File: config.mk
export PLATFORM = sky130hd
export DESIGN_NAME = ts_null_inserter_flat
export DESIGN_NICKNAME = d
export VERILOG_FILES = /design/src/rtl/ts_null_inserter_if.sv /design/src/rtl/ts_null_inserter.sv /design/src/flat_wrapper.sv
export SDC_FILE = /design/constraint.sdc
export NUM_CORES = 2
export LEC_CHECK = 0
export ABC_CLOCK_PERIOD_IN_PS = 6250
export CAP_MARGIN = 20
export CELL_PAD_IN_SITES_DETAIL_PLACEMENT = 1
export CELL_PAD_IN_SITES_GLOBAL_PLACEMENT = 2
export CORE_UTILIZATION = 51
export CTS_CLUSTER_SIZE = 10
export DETAILED_ROUTE_END_ITERATION = 8
export HOLD_SLACK_MARGIN = 0.05
export PLACE_DENSITY_LB_ADDON = 0.2
export SLEW_MARGIN = 10
export SYNTH_ARGS = -nofsm -noshare
export SYNTH_HDL_FRONTEND = slang
export SYNTH_SLANG_ARGS = --single-unit
File: constraint.sdc
create_clock -name clk -period 6.25 [get_ports clk]
set_input_delay 1.25 -clock clk [delete_from_list [all_inputs] [get_ports clk]]
set_output_delay 1.25 -clock clk [all_outputs]
set_load 0.005 [all_outputs]
File: src/rtl/ts_null_inserter_if.sv
// Byte stream bundle for the TS null inserter: packer-side input,
// constant-rate output and status.
interface ts_null_inserter_if;
    logic [7:0]  data_in;
    logic        ena_in;
    logic        psync_in;
    logic        tick;
    logic [7:0]  data_out;
    logic        ena_out;
    logic        psync_out;
    logic [15:0] null_cnt;
    logic        overflow;
    logic        runt;

    modport master (
        output data_in, ena_in, psync_in, tick,
        input  data_out, ena_out, psync_out, null_cnt, overflow, runt
    );

    modport slave (
        input  data_in, ena_in, psync_in, tick,
        output data_out, ena_out, psync_out, null_cnt, overflow, runt
    );
endinterface

File: src/rtl/ts_null_inserter.sv
// Ping-pong buffers whole 188-byte TS packets from the packer and replays them
// at the TICK rate, filling idle packet periods with null packets.
module ts_null_inserter #(
    parameter logic [7:0] NULL_FILL = 8'hFF
) (
    input  logic               clk,
    input  logic               rst_n,
    ts_null_inserter_if.slave  bus
);
    localparam int         PKT_LEN = 188;
    localparam logic [7:0] LAST    = 8'd187;

    typedef enum logic [1:0] {IDLE, WRITE, DROP} in_state_t;

    in_state_t   state, state_nx;
    logic [7:0]  wr_idx, wr_idx_nx, wr_addr;
    logic        wr_en, set_full, ovf_set, runt_set;
    logic        wr_ptr, rd_ptr;
    logic [1:0]  full;
    logic [7:0]  mem [2][PKT_LEN];

    logic [7:0]  out_cnt;
    logic        src_slot, use_slot, clr_full;
    logic [7:0]  data_q;
    logic        ena_q, psync_q, overflow_q, runt_q;
    logic [15:0] null_cnt_q;

    logic sop;
    assign sop = bus.ena_in & bus.psync_in;

    function automatic logic [7:0] null_byte(input logic [7:0] idx);
        case (idx)
            8'd0:    return 8'h47;
            8'd1:    return 8'h1F;
            8'd2:    return 8'hFF;
            8'd3:    return 8'h10;
            default: return NULL_FILL;
        endcase
    endfunction

    always_comb begin
        state_nx  = state;
        wr_idx_nx = wr_idx;
        wr_addr   = wr_idx;
        wr_en     = 1'b0;
        set_full  = 1'b0;
        ovf_set   = 1'b0;
        runt_set  = 1'b0;
        case (state)
            IDLE, DROP: begin
                if (sop) begin
                    if (!full[wr_ptr]) begin
                        wr_en     = 1'b1;
                        wr_addr   = 8'd0;
                        wr_idx_nx = 8'd1;
                        state_nx  = WRITE;
                    end else begin
                        ovf_set  = 1'b1;
                        state_nx = DROP;
                    end
                end
            end
            WRITE: begin
                // A new sync mid-packet abandons the partial slot and reuses it
                if (sop) begin
                    runt_set  = 1'b1;
                    wr_en     = 1'b1;
                    wr_addr   = 8'd0;
                    wr_idx_nx = 8'd1;
                end else if (bus.ena_in) begin
                    wr_en = 1'b1;
                    if (wr_idx == LAST) begin
                        set_full  = 1'b1;
                        wr_idx_nx = 8'd0;
                        state_nx  = IDLE;
                    end else begin
                        wr_idx_nx = wr_idx + 8'd1;
                    end
                end
            end
            default: state_nx = IDLE;
        endcase
    end

    // Source is latched at byte 0 from the registered FULL, so a slot filled
    // on that same edge waits for the next packet boundary.
    assign use_slot = (out_cnt == 8'd0) ? full[rd_ptr] : src_slot;
    assign clr_full = bus.tick & use_slot & (out_cnt == LAST);

    always_ff @(posedge clk) begin
        if (wr_en) mem[wr_ptr][wr_addr] <= bus.data_in;
    end

    always_ff @(posedge clk or negedge rst_n) begin
        if (!rst_n) begin
            state      <= IDLE;
            wr_idx     <= 8'd0;
            wr_ptr     <= 1'b0;
            rd_ptr     <= 1'b0;
            full       <= 2'b00;
            out_cnt    <= 8'd0;
            src_slot   <= 1'b0;
            data_q     <= 8'd0;
            ena_q      <= 1'b0;
            psync_q    <= 1'b0;
            null_cnt_q <= 16'd0;
            overflow_q <= 1'b0;
            runt_q     <= 1'b0;
        end else begin
            state  <= state_nx;
            wr_idx <= wr_idx_nx;
            if (ovf_set)  overflow_q <= 1'b1;
            if (runt_set) runt_q     <= 1'b1;
            if (set_full) wr_ptr     <= ~wr_ptr;
            if (clr_full) begin
                full[rd_ptr] <= 1'b0;
                rd_ptr       <= ~rd_ptr;
            end
            if (set_full) full[wr_ptr] <= 1'b1;

            ena_q   <= bus.tick;
            psync_q <= bus.tick & (out_cnt == 8'd0);
            if (bus.tick) begin
                data_q  <= use_slot ? mem[rd_ptr][out_cnt] : null_byte(out_cnt);
                out_cnt <= (out_cnt == LAST) ? 8'd0 : out_cnt + 8'd1;
                if (out_cnt == 8'd0) begin
                    src_slot <= full[rd_ptr];
                    if (!full[rd_ptr]) null_cnt_q <= null_cnt_q + 16'd1;
                end
            end
        end
    end

    assign bus.data_out  = data_q;
    assign bus.ena_out   = ena_q;
    assign bus.psync_out = psync_q;
    assign bus.null_cnt  = null_cnt_q;
    assign bus.overflow  = overflow_q;
    assign bus.runt      = runt_q;
endmodule

File: src/flat_wrapper.sv
// flat-port wrapper written by rule: the top's interface ports become plain ports
module ts_null_inserter_flat 
#(
    parameter logic [7:0] NULL_FILL = 8'hFF
)
  (clk, rst_n, bus_data_in, bus_ena_in, bus_psync_in, bus_tick, bus_data_out, bus_ena_out, bus_psync_out, bus_null_cnt, bus_overflow, bus_runt);
  ts_null_inserter_if bus_i ();
  input  logic clk;
  input  logic rst_n;
  input wire logic [$bits(bus_i.data_in)-1:0] bus_data_in;
  input wire logic [$bits(bus_i.ena_in)-1:0] bus_ena_in;
  input wire logic [$bits(bus_i.psync_in)-1:0] bus_psync_in;
  input wire logic [$bits(bus_i.tick)-1:0] bus_tick;
  output wire logic [$bits(bus_i.data_out)-1:0] bus_data_out;
  output wire logic [$bits(bus_i.ena_out)-1:0] bus_ena_out;
  output wire logic [$bits(bus_i.psync_out)-1:0] bus_psync_out;
  output wire logic [$bits(bus_i.null_cnt)-1:0] bus_null_cnt;
  output wire logic [$bits(bus_i.overflow)-1:0] bus_overflow;
  output wire logic [$bits(bus_i.runt)-1:0] bus_runt;
  assign bus_i.data_in = bus_data_in;
  assign bus_i.ena_in = bus_ena_in;
  assign bus_i.psync_in = bus_psync_in;
  assign bus_i.tick = bus_tick;
  assign bus_data_out = bus_i.data_out;
  assign bus_ena_out = bus_i.ena_out;
  assign bus_psync_out = bus_i.psync_out;
  assign bus_null_cnt = bus_i.null_cnt;
  assign bus_overflow = bus_i.overflow;
  assign bus_runt = bus_i.runt;
  ts_null_inserter #(.NULL_FILL(NULL_FILL)) u_core (.clk(clk), .rst_n(rst_n), .bus(bus_i));
endmodule
==> results by group <==
CTS
  • Hold buffers post-CTS: 0
  • CTS resizes: 0
  • Cts bufs inserted: 363
  • Post-CTS Setup Bufs: 0
  • CTS HTree Levels: 5
  • Latest clock arrival within the worst-skew pair: 0.96 ns
  • Clk slew on worst S/H paths: 0.06 ns
  • Maximum clock path buffer count: 4
  • CTS tree: yes
  • Clock sinks: 3,059
  • Root buf cell: clkbuf_16

Layout
  • Share of post-route cells with drive strength above 1: 0.2298
  • Fin nets: 5,931
  • Commonest non-fill, non-tap cell in the layout: edfxtp_1
  • Post-Route Utilization: 0.5756
  • Area grow syn2layout: 12.22%
  • Most frequent cells in the layout: 3,008 x edfxtp_1, 731 x mux4_2, 428 x nor2_1

Die
  • Die footprint: 235,800 um^2
  • Row cnt: 177
  • Die Span X: 485.6 um
  • Initial core utilization: 0.5130
  • Die H: 485.6 um
  • Top Ports: 41
  • Core ar.: 232,500 um^2

Place
  • Placer Congestion: 0.8690
  • Post-DP HPWL: 199,100 um
  • IO buf count: 40

Routing
  • DRC viols: 0
  • Detailed Route WL: 328,700 um
  • Iter 0 DRT Violations: 6,445
  • Vias: 59,177
  • Detail Route Antenna Nets: 0
  • Via density: 6.529
  • DR pass1 iterations: 6
  • Wire per inst: 36.26 um

Power
  • Sequential power share: 0.480
  • Lkg Pwr: 41.44 nW
  • Total internal power: 0.03511 W
  • Gate power share: 0.135
  • Sw power: 0.01260 W
  • Clock power frac: 0.385
  • Switch share: 0.2641
  • Maximum vdd drop: 0.2447 mV
  • PwrDens: 356.4 nW/um^2

Setup path
  • Flop2flop setup slack: 1.63 ns
  • Reg2reg start: u_core.out_cnt[0]
  • CP required: 7.07 ns
  • CP endpoint kind: flop
  • CP Launch Type: flop
  • Crit path DAT: 5.44 ns
  • Crit path max fanout: 37
  • Capture point of the worst reg-to-reg path: u_core.bus.data_out[1]
  • Crit Path Class: reg -> reg
  • Worst r2r path cells: 8

Synthesis
  • Syn_area_per_cell: 21.10 um^2
  • Post-Syn Area: 119,300 um^2
  • Post-synth ARST share: 0.01667
  • Yosys cell types: 62
  • Ys flop type: edfxtp_1
  • Yosys warnings: 0
  • Seq/Total Area, Yosys: 0.7679
  • #FFs+latches synth: 3,059
  • Synth Instances: 5,653
  • Synth top area share: 0.7572
  • Area contributors post-synth: edfxtp_1 76%, mux4_2 14%, mux2i_1 2.9%
  • EDFF count, synth: 3,008
  • Post-synthesis net count: 5,671
  • Synth area leader: edfxtp_1

Global route
  • Vias in the first global route: 61,378
  • Overall global routing resource usage: 0.2809
  • Largest net degree at the start of global routing: 165
  • Initial antenna violation count: 19
  • GRT overflow: 0
  • First-pass GRT wire length: 467,800 um

STA
  • Clk_skew: 0.04416 ns
  • Worst-margin pin slew: 1.191 ns
  • Final worst path period need: 4.624 ns
  • Max Clock Freq: 0.2163 GHz
  • Tcrit/Tclk final: 0.7398
  • RSZ-0062 raised after global routing: no
  • Final setup fails: 0
  • Final Hold Viols: 0
  • Worst slew margin: 0.2032
  • Setup TNS: 0 ns
  • Max Transition Viols Final: 0

Min path
  • Min-Delay Path Class: in -> async

Job
  • MaxCap Viol Count: 0

Outcome
  • Outcome: finished, final reports clean
## per-layer routing
metal  track usage  share of wire
met3       0.05560          0.077
met1        0.4032           0.42
met5             0        0.00031
met2        0.4358           0.47
met4       0.09314          0.033
## state kept, by name (all words and copies together), names as in the netlist
name	count
u_core.bus.data_out	8
u_core.bus.ena_out	1
u_core.bus.null_cnt	16
u_core.bus.overflow	1
u_core.bus.psync_out	1
u_core.bus.runt	1
u_core.full	2
u_core.mem	3008
u_core.out_cnt	8
u_core.rd_ptr	1
u_core.src_slot	1
u_core.state	2
u_core.wr_idx	8
u_core.wr_ptr	1
## Yosys cell counts (all sizes together), types with 5 or more instances
| cell | count |
|---|---|
| o221ai | 6 |
| o211ai | 10 |
| o21ai | 44 |
| a22oi | 48 |
| ha | 5 |
| nand2b | 10 |
| xnor2 | 13 |
| clkbuf | 159 |
| a21oi | 60 |
| nor2b | 19 |
| a21o | 5 |
| nand2 | 120 |
| dfrtp | 51 |
| and3 | 10 |
| nor4 | 16 |
| o31ai | 14 |
| mux2 | 9 |
| nor2 | 434 |
| a2111oi | 5 |
| buf | 186 |
| a31oi | 11 |
| mux4 | 731 |
| and2 | 5 |
| or3 | 9 |
| a211oi | 13 |
| nand4 | 12 |
| xor2 | 5 |
| edfxtp | 3008 |
| nor3 | 58 |
| mux2i | 341 |
| o22ai | 122 |
| nand3 | 54 |
| inv | 12 |
## power by group through the flow
stage / Combinational [W] / Sequential, W / Clock [W]
after detailed placement: 0.00634 / 0.0233 / 0
final: 0.00646 / 0.0229 / 0.0184
after floorplan: 0.00297 / 0.0231 / 0
after global placement: 0.00627 / 0.0233 / 0
after global routing: 0.00658 / 0.0229 / 0.0193
after CTS: 0.00636 / 0.0229 / 0.0186
## metrics by stage
| stage | cells | setup slack (ns) | hold WS [ns] | total power (W) | cell area, um^2 |
|---|---|---|---|---|---|
| final | 9064 | 1.626 | 0.4783 | 0.04770 | 133900 |
| after global routing | 9062 | 1.487 | 0.4951 | 0.04871 | 133900 |
| after CTS | 9058 | 1.364 | 0.4471 | 0.04783 | 133800 |
| after detailed placement | 8588 | 0.6942 | 0.4747 | 0.02963 | 124000 |
| after global placement | 8586 | 0.7665 | 0.4606 | 0.02955 | 124000 |
| after floorplan | 5653 | 2.557 | 0.4593 | 0.02604 | 119300 |
## logic make-up (layout without fill, tap and decap cells)
logic type      count (synthesis)  after routing  share of synthesized area
compound gates                372            372                    0.02033
xor+xnor                       18             18                   0.001322
fa+ha+maj                       5              5                  0.0005245
buf+inv                       358            723                    0.01498
flops                        3059           3059                     0.7679
mux                          1081           1081                     0.1675
other cells                     0              3                          0
simple gates                  760            760                    0.02744
## worst max path at each step
stage,depth (start not counted),startpoint,end
after floorplan,15,u_core.out_cnt[1],u_core.bus.null_cnt[15]
final,8,u_core.out_cnt[0],u_core.bus.data_out[1]
after global placement,7,bus_ena_in,u_core.mem[1][470]
after detailed placement,7,bus_ena_in,u_core.mem[0][210]
after global routing,10,u_core.rd_ptr,u_core.bus.data_out[1]
after CTS,9,u_core.rd_ptr,u_core.bus.data_out[7]
## final cells by class
type	count	area [um^2]
Timing Repair Buffer	240	2515
Sequential cell	3059	91620
Clock buffer	449	9649
Inverter	13	56.30
Multi-Input combinational cell	2236	26050
Tap cell	3043	3807
Clock inverter	21	157.7
Fill cell	19298	98680
Antenna cell	3	7.507
## critical path, stage by stage (launching register included)
cell and delay [ns]:
dfrtp_4 1.19, nor2b_4 0.56, buf_4 0.61, a22oi_1 0.30
a31oi_1 0.34, o21ai_0 0.37, o211ai_1 0.54, a31oi_1 0.13
or3_1 0.38
Power figures use the tool's default switching activity.
